[config.mk]
export PLATFORM = sky130hd
export DESIGN_NAME = imem_loader_flat
export DESIGN_NICKNAME = d
export VERILOG_FILES = /design/src/rtl/mips_pkg.sv /design/src/rtl/imem_loader_if.sv /design/src/rtl/word_assembler.sv /design/src/rtl/imem_loader.sv /design/src/flat_wrapper.sv
export SDC_FILE = /design/constraint.sdc
export NUM_CORES = 1
export LEC_CHECK = 0
export CAP_MARGIN = 20
export CORE_MARGIN = 3
export CORE_UTILIZATION = 56
export CTS_CLUSTER_DIAMETER = 40
export CTS_CLUSTER_SIZE = 28
export DETAILED_ROUTE_END_ITERATION = 10
export GPL_TIMING_DRIVEN = 0
export HOLD_SLACK_MARGIN = 0.05
export MAX_ROUTING_LAYER = met4
export PLACE_DENSITY_LB_ADDON = 0.1
export SYNTH_ARGS = -nofsm -noshare
export SYNTH_HDL_FRONTEND = slang
export SYNTH_SLANG_ARGS = --single-unit
[constraint.sdc]
create_clock -name clock -period 2.6 [get_ports clock]
set_input_delay 0.26 -clock clock [delete_from_list [all_inputs] [get_ports clock]]
set_output_delay 0.26 -clock clock [all_outputs]
set_load 0.02 [all_outputs]
[src/rtl/mips_pkg.sv]
// Shared definitions for the instruction-memory loader.
// Contents:
//   - loader FSM state encoding (3-bit localparams)
//   - INSTR_W    : instruction word width
//   - IMEM_DEPTH : number of instruction words in memory
//   - instr_t    : instruction word type
package mips_pkg;

    localparam logic [2:0] IDLE  = 3'd0;
    localparam logic [2:0] COUNT = 3'd1;
    localparam logic [2:0] DATA  = 3'd2;
    localparam logic [2:0] WRITE = 3'd3;
    localparam logic [2:0] CHECK = 3'd4;
    localparam logic [2:0] DONE  = 3'd5;
    localparam logic [2:0] ERR   = 3'd6;

    localparam int INSTR_W    = 32;
    localparam int IMEM_DEPTH = 9;

    typedef logic [INSTR_W-1:0] instr_t;

endpackage

[src/rtl/imem_loader_if.sv]
// Loader bus: host byte stream, instruction-memory write port and status.
// Handshake: a byte transfers on a posedge where byte_valid && byte_ready are
// both high; byte_ready depends only on loader state, never on byte_valid.
// Signals:
//   start                      host -> loader, one-cycle load request
//   byte_in, byte_valid        host -> loader, stream byte
//   byte_ready                 loader -> host, byte can be accepted
//   wr_en, wr_addr, wr_data    loader -> imem, one-cycle write strobe
//   core_run, load_err         loader -> system status
// Modports: master = host/testbench side, slave = loader side.
interface imem_loader_if #(
    parameter int ADDR_W = 4
);
    import mips_pkg::*;

    logic              start;
    logic [7:0]        byte_in;
    logic              byte_valid;
    logic              byte_ready;
    logic              wr_en;
    logic [ADDR_W-1:0] wr_addr;
    instr_t            wr_data;
    logic              core_run;
    logic              load_err;

    modport master (
        output start, byte_in, byte_valid,
        input  byte_ready, wr_en, wr_addr, wr_data, core_run, load_err
    );

    modport slave (
        input  start, byte_in, byte_valid,
        output byte_ready, wr_en, wr_addr, wr_data, core_run, load_err
    );

endinterface

[src/rtl/word_assembler.sv]
// Packs four stream bytes into one big-endian 32-bit word.
// Ports:
//   clock, reset   posedge clock, synchronous active-low reset
//   clear          restart byte position at the first (MSB) byte
//   shift_en       a byte is being accepted this cycle
//   byte_in        accepted byte
//   word           assembled word; valid while word_ready is high
//   word_ready     this cycle's byte completes a word
module word_assembler
    import mips_pkg::*;
(
    input  logic       clock,
    input  logic       reset,
    input  logic       clear,
    input  logic       shift_en,
    input  logic [7:0] byte_in,
    output instr_t     word,
    output logic       word_ready
);

    // Only the first three bytes need storage: the fourth is taken straight
    // from byte_in so the word is available in the cycle it completes.
    logic [23:0] shreg;
    logic [1:0]  byte_cnt;

    always_ff @(posedge clock) begin
        if (!reset) begin
            shreg    <= '0;
            byte_cnt <= '0;
        end else if (clear) begin
            byte_cnt <= '0;
        end else if (shift_en) begin
            shreg    <= {shreg[15:0], byte_in};
            byte_cnt <= byte_cnt + 2'd1;   // wraps to 0 after the 4th byte
        end
    end

    assign word       = {shreg, byte_in};
    assign word_ready = shift_en && (byte_cnt == 2'd3);

endmodule

[src/rtl/imem_loader.sv]
// Instruction-memory loader: takes a count byte N followed by 4*N data bytes,
// writes N big-endian words to imem from address 0, then releases the core.
// Optional macro IMEM_LOADER_CHECKSUM_EN adds a trailing checksum byte (8-bit
// sum of all data bytes) that must match before the core is released.
// Ports:
//   clock, reset   posedge clock, synchronous active-low reset
//   bus            imem_loader_if.slave (stream, write port, status)
//   dbg_state      current FSM state
module imem_loader
    import mips_pkg::*;
#(
    parameter int ADDR_W = 4,
    parameter int DEPTH  = IMEM_DEPTH
)(
    input  logic              clock,
    input  logic              reset,
    imem_loader_if.slave      bus,
    output logic [2:0]        dbg_state
);

    logic [2:0]        state;
    logic [ADDR_W-1:0] word_idx;
    logic [ADDR_W-1:0] last_idx;
    logic              ready;
    logic              accept;
    logic              count_bad;
    logic              word_ready;
    instr_t            asm_word;
`ifdef IMEM_LOADER_CHECKSUM_EN
    logic [7:0]        sum;
`endif

    always_comb begin
        ready = (state == COUNT) || (state == DATA);
`ifdef IMEM_LOADER_CHECKSUM_EN
        ready = ready || (state == CHECK);
`endif
    end

    assign accept         = bus.byte_valid && ready;
    assign count_bad      = (bus.byte_in == 8'd0) || (bus.byte_in > 8'(DEPTH));
    assign bus.byte_ready = ready;
    assign bus.wr_en      = (state == WRITE);
    assign bus.load_err   = (state == ERR);
    assign dbg_state      = state;

    word_assembler u_asm (
        .clock      (clock),
        .reset      (reset),
        .clear      (state == COUNT),
        .shift_en   (accept && (state == DATA)),
        .byte_in    (bus.byte_in),
        .word       (asm_word),
        .word_ready (word_ready)
    );

    always_ff @(posedge clock) begin
        if (!reset) begin
            state        <= IDLE;
            word_idx     <= '0;
            last_idx     <= '0;
            bus.wr_addr  <= '0;
            bus.wr_data  <= '0;
            bus.core_run <= 1'b0;
`ifdef IMEM_LOADER_CHECKSUM_EN
            sum          <= '0;
`endif
        end else begin
            // Registered release: rises one cycle after entering DONE and
            // drops in the cycle after a restart is requested.
            bus.core_run <= (state == DONE) && !bus.start;

            case (state)
                IDLE: begin
                    if (bus.start) state <= COUNT;
                end
                COUNT: begin
                    if (accept) begin
                        if (count_bad) begin
                            state <= ERR;
                        end else begin
                            last_idx <= ADDR_W'(bus.byte_in - 8'd1);
                            word_idx <= '0;
`ifdef IMEM_LOADER_CHECKSUM_EN
                            sum      <= '0;
`endif
                            state    <= DATA;
                        end
                    end
                end
                DATA: begin
                    if (accept) begin
`ifdef IMEM_LOADER_CHECKSUM_EN
                        sum <= sum + bus.byte_in;
`endif
                        if (word_ready) begin
                            // Address/data are captured here and held
                            // afterwards, so they stay stable outside WRITE.
                            bus.wr_addr <= word_idx;
                            bus.wr_data <= asm_word;
                            state       <= WRITE;
                        end
                    end
                end
                WRITE: begin
                    word_idx <= word_idx + 1'b1;
                    if (word_idx == last_idx) begin
`ifdef IMEM_LOADER_CHECKSUM_EN
                        state <= CHECK;
`else
                        state <= DONE;
`endif
                    end else begin
                        state <= DATA;
                    end
                end
                CHECK: begin
`ifdef IMEM_LOADER_CHECKSUM_EN
                    if (accept) state <= (bus.byte_in == sum) ? DONE : ERR;
`else
                    state <= IDLE;   // unreachable without the checksum stage
`endif
                end
                DONE, ERR: begin
                    if (bus.start) state <= COUNT;
                end
                default: state <= IDLE;
            endcase
        end
    end

endmodule

[src/flat_wrapper.sv]
// flat-port wrapper written by rule: the top's interface ports become plain ports
module imem_loader_flat import mips_pkg::*;
#(
    parameter int ADDR_W = 4,
    parameter int DEPTH  = IMEM_DEPTH
)
  (clock, reset, dbg_state, bus_start, bus_byte_in, bus_byte_valid, bus_byte_ready, bus_wr_en, bus_wr_addr, bus_wr_data, bus_core_run, bus_load_err);
  imem_loader_if #(.ADDR_W(ADDR_W)) bus_i ();
  input  logic clock;
  input  logic reset;
  output logic [2:0] dbg_state;
  input wire logic [$bits(bus_i.start)-1:0] bus_start;
  input wire logic [$bits(bus_i.byte_in)-1:0] bus_byte_in;
  input wire logic [$bits(bus_i.byte_valid)-1:0] bus_byte_valid;
  output wire logic [$bits(bus_i.byte_ready)-1:0] bus_byte_ready;
  output wire logic [$bits(bus_i.wr_en)-1:0] bus_wr_en;
  output wire logic [$bits(bus_i.wr_addr)-1:0] bus_wr_addr;
  output wire logic [$bits(bus_i.wr_data)-1:0] bus_wr_data;
  output wire logic [$bits(bus_i.core_run)-1:0] bus_core_run;
  output wire logic [$bits(bus_i.load_err)-1:0] bus_load_err;
  assign bus_i.start = bus_start;
  assign bus_i.byte_in = bus_byte_in;
  assign bus_i.byte_valid = bus_byte_valid;
  assign bus_byte_ready = bus_i.byte_ready;
  assign bus_wr_en = bus_i.wr_en;
  assign bus_wr_addr = bus_i.wr_addr;
  assign bus_wr_data = bus_i.wr_data;
  assign bus_core_run = bus_i.core_run;
  assign bus_load_err = bus_i.load_err;
  imem_loader #(.ADDR_W(ADDR_W), .DEPTH(DEPTH)) u_core (.clock(clock), .reset(reset), .bus(bus_i), .dbg_state(dbg_state));
endmodule
### Word-level counts from Yosys, hierarchy flattened

Index checks and enable logic that the tools add are counted.

| word-level totals | value |
|---|---|
| flip-flop bits (word level) | 74 |
| output and inout port bits | 43 |
| word-level logic and storage cells | 54 |

| cells by class | value |
|---|---|
| $add $sub $neg | 3 |
| magnitude comparators | 1 |
| equality and inequality tests | 12 |
| muxes and demuxes | 10 |
| bitwise operators | 3 |
| reductions and logical operators | 17 |

Operators with widths:

| operator | number |
|---|---|
| $mux 3 | 6 |
| $pmux 3 s4 | 1 |
| $reduce_and 3->1 | 3 |
| $gt 8x4->1 const B | 1 |
| $logic_not 8->1 | 1 |
| $mux 4 | 2 |
| $pmux 4 s2 | 1 |
| $eq 3x2->1 const B | 2 |
| $eq 3x3->1 const B | 2 |
| $ne 2x1->1 const B | 3 |
| $add 4x1->4 const B | 1 |
| $eq 4x4->1 | 1 |
| $logic_and 1x1->1 | 4 |
| $ne 2x2->1 const B | 2 |
| $reduce_and 4->1 | 1 |
| $sub 4x1->4 const B | 1 |
| $eq 3x1->1 const B | 1 |
| $logic_not 3->1 | 1 |
| $not 1->1 | 3 |
| $reduce_or 3->1 | 1 |
| $add 2x1->2 const B | 1 |
| $eq 2x2->1 const B | 1 |
| $logic_or 1x1->1 | 2 |
| $reduce_and 2->1 | 1 |
| other kinds (3) | 3 |

### Longest topological paths before layout

Gate-level depths: netlist of run 1.

| depth | value |
|---|---|
| depth after elaboration | 8 |
| mapped depth | 8 |
| depth with buffers taken out | 6 |

### Modules after synthesis

From an unflattened synthesis of run 1, not the netlist that was laid out.

| unflattened totals | value |
|---|---|
| cell total of the unflattened synthesis | 359 |
| area, all modules | 3203.1 sq um |

By module, submodules not included:

| module | times used | cells each | area an instance (sq um) | seq. area each (sq um) |
|---|---|---|---|---|
| imem_loader | 1 | 254 | 2125.8 | 960.9 |
| word_assembler | 1 | 105 | 1077.3 | 520.5 |

### Worst setup path after synthesis of run 1

OpenSTA, ideal clock, no wires.

| timing | value |
|---|---|
| kind | flip-flop to flip-flop |
| start | reg u_core.state[0] (netlist: u_core.dbg_state[0]) |
| end | reg u_core.bus.wr_addr[3] |
| arrival | 1.478 ns |
| required time | 2.484 ns |
| path slack | 1.006 ns |
| stages on the path, launching flop included | 9 |
| path through | dfxtp_1 > buf_6 > and4bb_1 > buf_4 > and2_1 > buf_4 > buf_6 > nand2_1 > a21boi_1 |

| between the ends | value |
|---|---|
| cells in the longest elaborated chain, start to end | 6 |
| elaborated cells on any way between the ends | 7 |
| classes of those cells | eq/ne: 2; reduce/logical: 5 |

RTL lines:

| item | RTL line | RTL |
|---|---|---|
| from (decl) | imem_loader.sv:21 | `logic [2:0] state;` |
| from (signal assigned) | imem_loader.sv:59 | `state <= IDLE;` |
| from (signal assigned) | imem_loader.sv:75 | `if (bus.start) state <= COUNT;` |
| from (signal assigned) | imem_loader.sv:80 | `state <= ERR;` |
| $eq 3x1->1 or $eq 3x2->1 (tied branches) | imem_loader.sv:34, imem_loader.sv:51, imem_loader.sv:73 |  |
| $logic_or 1x1->1 | imem_loader.sv:34 | `ready = (state == COUNT) \|\| (state == DATA);` |
| $logic_and 1x1->1 | imem_loader.sv:40 | `assign accept = bus.byte_valid && ready;` |
| $logic_and 1x1->1 | imem_loader.sv:51 | `.shift_en (accept && (state == DATA)),` |
| $logic_and 1x1->1 | word_assembler.sv:39 | `assign word_ready = shift_en && (byte_cnt == 2'd3);` |
| $reduce_and 3->1 (no line) * | -- |  |
| to (signal assigned) | imem_loader.sv:99 | `bus.wr_addr <= word_idx;` |
| to (decl) | imem_loader_if.sv:33 | `output byte_ready, wr_en, wr_addr, wr_data, core_run, load_err` |

Every way passes the cells marked *; elsewhere a longest branch is shown, timed or not.
A chain may end at the register's enable or synchronous reset.

### Final worst setup path of run 1

| timing | value |
|---|---|
| start | reg u_core.state[1] (netlist: u_core.dbg_state[1]) |
| end | out bus_load_err |

| between the ends | value |
|---|---|
| cells in the longest elaborated chain, start to end | 1 |

RTL lines:

| item | RTL line | RTL |
|---|---|---|
| $eq 3x3->1 | imem_loader.sv:44 | `assign bus.load_err = (state == ERR);` |
| to (decl) | flat_wrapper.sv:20 | `output wire logic [$bits(bus_i.load_err)-1:0] bus_load_err;` |

Every way passes these cells.

==> metrics.yaml, run 1 <==
run_status:
  status: "completed"
setup_path:
  critPathKind: "reg -> out"
  r2r-start: "u_core.dbg_state[2]$_SDFFE_PN0P_"
  crit_path_end_kind: "output pin"
  startpoint: "u_core.dbg_state[1]$_SDFFE_PN0P_"
  r2r_cells: 5
  path_buf_inv: 1
  cp_cell_sequence: "nor2b_1, and2_1, clkdlybuf4s50_1"
  reg2reg_to: "u_core.u_asm.shreg[8]$_SDFFE_PN0P_"
  cp_slowest_cell: "clkdlybuf4s50_1"
  path_delay_family: "buffers and inverters"
  cp_slowest_stage_delay_ns: 0.61
  arrival_ns: 1.87
  start_kind: "flop"
  worst-endpoint-required_ns: 2.34
  cp_max_fo: 7
  ff2ff_setup_slack_ns: 0.92
finish:
  post-route-util_pct: 74.7
  drive_gt1_share_pct: 6.96
  diodes: 0
  stdcell_area_um2: 3910
  nets: 442
  fin_cells: 501
  syn2layout_area_growth_pct: 26.2
synthesis:
  synth-warning-count: 0
  synth_edf_count: 0
  synth_commonest_cells: "nand2_1, dfxtp_1, a21boi_1"
  netlist_area_um2: 3100
  synthCells: 363
  yosys-top-cells-area: "dfxtp_1, nand2_1, a21boi_1"
  synth_seq_area_share_pct: 47.8
  ys_types: 41
  async_reset_ff_share_pct: 0
  yosysMostFrequentCell: "nand2_1"
  yosysTopAreaCellShare_pct: 47.8
  syn_area_per_cell_um2: 8.54
  synth-seq-cells: 74
  syn-num-nets: 379
  dominantRegCellSynth: "dfxtp_1"
  yosysTopAreaCell: "dfxtp_1"
clock_network:
  clkTransAtPathRegs_ns: 0.07
  clk_latency_ns: 0.35
  clock-sinks: 74
  htreeDepth: 3
  clk_path_buf_depth: 2
  cts.repair.resized: 0
  cts_buffers: 9
  cts_setup_buffers: 0
  hold_buffers: 0
  clockRootBuffer: "clkbuf_8"
  tritoncts: "built"
placement:
  io_buffers: 52
  place_ws_ns: 0.433
  dpl.hpwl_mm: 4.89
  dp_cells: 485
  placed_area_um2: 3710
  place_congestion: 0.952
pwr:
  power_mw: 2.26
  power_leakage_nw: 1.38
  p_per_area_nw_per_um2: 576
  irDropWorstVdd_v: 0.000375
flow_run:
  max_cap_violations: 0
timing:
  rsz0062_at_grt: "no"
  fmax_mhz: 470
  fin_crit_sh_pct: 81.8
  slew_violations: 0
  skew_ns: 0.00745
  worst_pin_slew_ns: 0.569
  setup_ws_ns: 0.472
  tns_ns: 0
  relSlewSlack_pct: 62.1
  hold_viol_final: 0
  hold-worst-slack_ns: 0.350
  period_needed_ns: 2.13
  setup_viol: 0
floorplanning:
  die_h_um: 80.4
  io_pins: 55
  coreArea_um2: 5240
  fp.dieW_um: 80.4
  die_area_um2: 6470
  std_cell_rows: 26
  start_util_pct: 59.2
route:
  drt_iter0_markers: 115
  viasPerCell: 5.28
  via_count: 2644
  drc: 0
  ant_nets: 0
  wl_per_cell_um: 13.6
  wl_mm: 6.82
  first_pass_iters: 4
grt:
  antenna_found_initial: 0
  first_global_vias: 2541
  track_usage_pct: 23.8
  grt_pass1_wl_mm: 11.7
  grt-ovfl-total: 0
  grt_max_degree: 13
worst_hold_path:
  holdPathStages: 3
  hold_class: "in -> reg"
  min_from: "bus_byte_valid"
  min_delay_worst_endpoint: "u_core.word_idx[0]$_SDFFE_PN0P_"
## worst max path at each step
stage | cells after the start | slack, ns | to
final | 3 | 0.47 | bus_load_err
after global routing | 3 | 0.37 | bus_load_err
after CTS | 3 | 0.47 | bus_load_err
after detailed placement | 7 | 0.43 | u_core.word_idx[1]$_SDFFE_PN0P_
after global placement | 7 | 0.48 | u_core.word_idx[2]$_SDFFE_PN0P_
after floorplan | 8 | 1.01 | u_core.bus.wr_addr[3]$_SDFFE_PN0P_
## worst min-delay path: cells and delay by family
family,cells,cell delay (ns)
buffers and inverters,1,0.16
AO/OA/AOI/OAI,2,0.22
## state kept, by name, summed over array words and instances (netlist names)
name	flops
u_core.bus.core_run	1
u_core.last_idx	4
u_core.word_idx	4
u_core.bus.wr_data	32
u_core.u_asm.byte_cnt	2
u_core.u_asm.shreg	24
u_core.dbg_state	3
u_core.bus.wr_addr	4
## per-layer routing
layer / vias up / global-route usage, % / share of wire, %
li1: 1332 / - / -
met1: 1231 / 29.9 / 46
met2: 72 / 38.6 / 49
met3: 9 / 4.15 / 4.5
met4: 0 / 8.61 / 1.0
met5: - / - / 0
## layout by cell type (no fill, tap or decap), drive strengths merged, types with 4 or more instances in the layout
master and count:
a21boi 61, and3 4, buf 11, clkbuf 25, clkdlybuf4s50 52, dfxtp 74
ha 4, inv 4, nand2 129, nand3 6, nor2 7, o211a 4
o21ai 5, xnor2 10
## kinds of logic (layout without fill, tap and decap cells)
kind of cell / after synthesis / count (layout) / share of synthesized area [%]
AO/OA/AOI/OAI: 84 / 84 / 20.3
buffers and inverters: 28 / 96 / 4.80
flip-flops: 74 / 74 / 47.8
adder cells (fa/ha/maj): 4 / 4 / 1.61
XOR/XNOR: 10 / 10 / 2.82
AND/OR/NAND/NOR: 163 / 163 / 22.6
## power breakdown
part           internal, mW  total [mW]  switching, mW
clock network         0.494       0.914          0.420
registers              1.14        1.15         0.0112
logic                0.0826       0.188          0.105
total                  1.72        2.26          0.536
## layout make-up
| cell class | count | area [um2] |
|---|---|---|
| Sequential cell | 74 | 1480 |
| Multi-Input combinational cell | 261 | 1470 |
| Inverter | 4 | 15.0 |
| Tap cell | 70 | 87.6 |
| Buffer | 24 | 134 |
| Timing Repair Buffer | 52 | 520 |
| Clock buffer | 12 | 155 |
| Clock inverter | 4 | 50.0 |
| Fill cell | 408 | 1320 |
Note: power is estimated with default switching activity, not from simulation.
==> run 2, diff against run 1 <==
Settings changed: CORE_UTILIZATION 56 to 47.
Clock period 2.6 ns to 1.93 ns, I/O delays scaled along.
==> metrics.yaml, run 2 (synthesis results as in run 1) <==
setup_path:
  arrival_ns: 1.54
  r2r_cells: 5
  worst-endpoint-required_ns: 1.74
  crit_path_end_kind: "output pin"
  reg2reg_to: "u_core.u_asm.shreg[20]$_SDFFE_PN0P_"
  start_kind: "flop"
  critPathKind: "reg -> out"
  r2r-start: "u_core.dbg_state[2]$_SDFFE_PN0P_"
  cp_max_fo: 10
  ff2ff_setup_slack_ns: 0.25
placement:
  dpl.hpwl_mm: 5.02
  io_buffers: 52
  dp_cells: 490
  place_congestion: 0.831
  placed_area_um2: 3710
route:
  via_count: 2602
  wl_per_cell_um: 13.8
  ant_nets: 0
  wl_mm: 6.99
  drt_iter0_markers: 114
  viasPerCell: 5.14
  drc: 0
  first_pass_iters: 4
clock_network:
  clkTransAtPathRegs_ns: 0.07
  clockRootBuffer: "clkbuf_8"
  cts_setup_buffers: 0
  htreeDepth: 3
  cts_buffers: 9
  cts.repair.resized: 3
  tritoncts: "built"
  clock-sinks: 74
  clk_path_buf_depth: 2
  clk_latency_ns: 0.35
  hold_buffers: 0
flow_run:
  max_cap_violations: 0
floorplanning:
  fp.dieW_um: 87.2
  die_h_um: 87.2
  die_area_um2: 7610
  coreArea_um2: 6170
  start_util_pct: 50.3
  std_cell_rows: 28
  io_pins: 55
pwr:
  power_leakage_nw: 1.41
  irDropWorstVdd_v: 0.000497
  p_per_area_nw_per_um2: 798
finish:
  nets: 442
  seq_area_um2: 1480
  mostFrequentLayoutCells: "nand2_1, dfxtp_1, clkdlybuf4s50_1, a21boi_1, a21boi_0"
  syn2layout_area_growth_pct: 26.9
  multiInputGateArea_um2: 1470
  regMostFlops: "u_core.bus.wr_data"
  layout_commonest_cell: "nand2_1"
  largestRegisters: "u_core.bus.wr_data (32), u_core.u_asm.shreg (24)"
  fin_cells: 506
  drive_gt1_share_pct: 7.19
  num-fill-cells: 553
  diodes: 0
  stdcell_area_um2: 3940
  largest_reg_flops: 32
timing:
  hold_viol_final: 0
  fmax_mhz: 575
  period_needed_ns: 1.74
  relSlewSlack_pct: 59.9
  worst_pin_slew_ns: 0.601
  skew_ns: 0.00514
  tns_ns: 0
  setup_viol: 0
  rsz0062_at_grt: "no"
  fin_crit_sh_pct: 90.0
  slew_violations: 0
  hold-worst-slack_ns: 0.240
grt:
  first_global_vias: 2468
  grt-ovfl-total: 0
  track_usage_pct: 20.5
  grt_max_degree: 13
  grt_pass1_wl_mm: 11.7
  antenna_found_initial: 0
worst_hold_path:
  hold_class: "in -> reg"
  min_from: "bus_byte_valid"
  holdPathStages: 3
  min_delay_worst_endpoint: "u_core.word_idx[0]$_SDFFE_PN0P_"
run_status:
  status: "completed"
## run 2: area by class of cell
cell class | count | share of cell area, %
buffer | 24 | 3.40
clock buffer | 11 | 3.59
clock inverter | 5 | 1.97
inverter | 4 | 0.382
multi-input combinational | 261 | 37.4
sequential | 74 | 37.7
tap | 75 | 2.38
timing repair buffer | 52 | 13.2
## run 2: worst max-delay path by stage
| stage | start | endpoint | slack [ns] | cells after the start |
|---|---|---|---|---|
| after floorplan | u_core.dbg_state[0]$_SDFFE_PN0P_ | u_core.bus.wr_addr[3]$_SDFFE_PN0P_ | 0.34 | 8 |
| after global placement | bus_byte_in[0] | u_core.word_idx[2]$_SDFFE_PN0P_ | -0.12 | 7 |
| after detailed placement | bus_byte_in[0] | u_core.word_idx[3]$_SDFFE_PN0P_ | -0.17 | 7 |
| after CTS | u_core.dbg_state[0]$_SDFFE_PN0P_ | bus_byte_ready | 0.01 | 4 |
| after global routing | bus_byte_in[0] | u_core.word_idx[2]$_SDFFE_PN0P_ | 0.07 | 7 |
| final | u_core.dbg_state[0]$_SDFFE_PN0P_ | bus_wr_en | 0.19 | 4 |
## run 2: layer usage
metal / wire length [um] / share of wire [%] / GRT usage (%) / vias up
met1: 3270 / 47 / 26.3 / 1206
met4: 153 / 2.2 / 10.2 / 0
met5: 0 / 0 / - / -
met3: 291 / 4.2 / 3.31 / 10
li1: - / - / - / 1334
met2: 3270 / 47 / 31.4 / 52
## run 2: power by group
| part | internal, mW | switching (mW) | leakage [nW] |
|---|---|---|---|
| logic | 0.110 | 0.141 | 0.708 |
| clock network | 0.759 | 0.573 | 0.109 |
| registers | 1.54 | 0.0155 | 0.597 |
| total | 2.41 | 0.730 | 1.41 |
## run 2: metrics by stage
| step | utilization, % | total power, mW | setup slack [ns] |
|---|---|---|---|
| 2_1_floorplan | - | 1.75 | 0.336 |
| 3_3_place_gp | 60.2 | 1.84 | -0.123 |
| 3_5_place_dp | 60.2 | 1.84 | -0.173 |
| 4_1_cts | 63.8 | 3.16 | 0.0137 |
| 5_1_grt | 63.8 | 3.25 | 0.0706 |
| 6_report | 63.8 | 3.14 | 0.192 |
## run 2: critical path, cell delays in order, from the launching register on
cell	delay [ns]
dfxtp_1	0.35
buf_6	0.14
nand3b_1	0.15
inv_1	0.20
dlygate4sd2_1	0.36
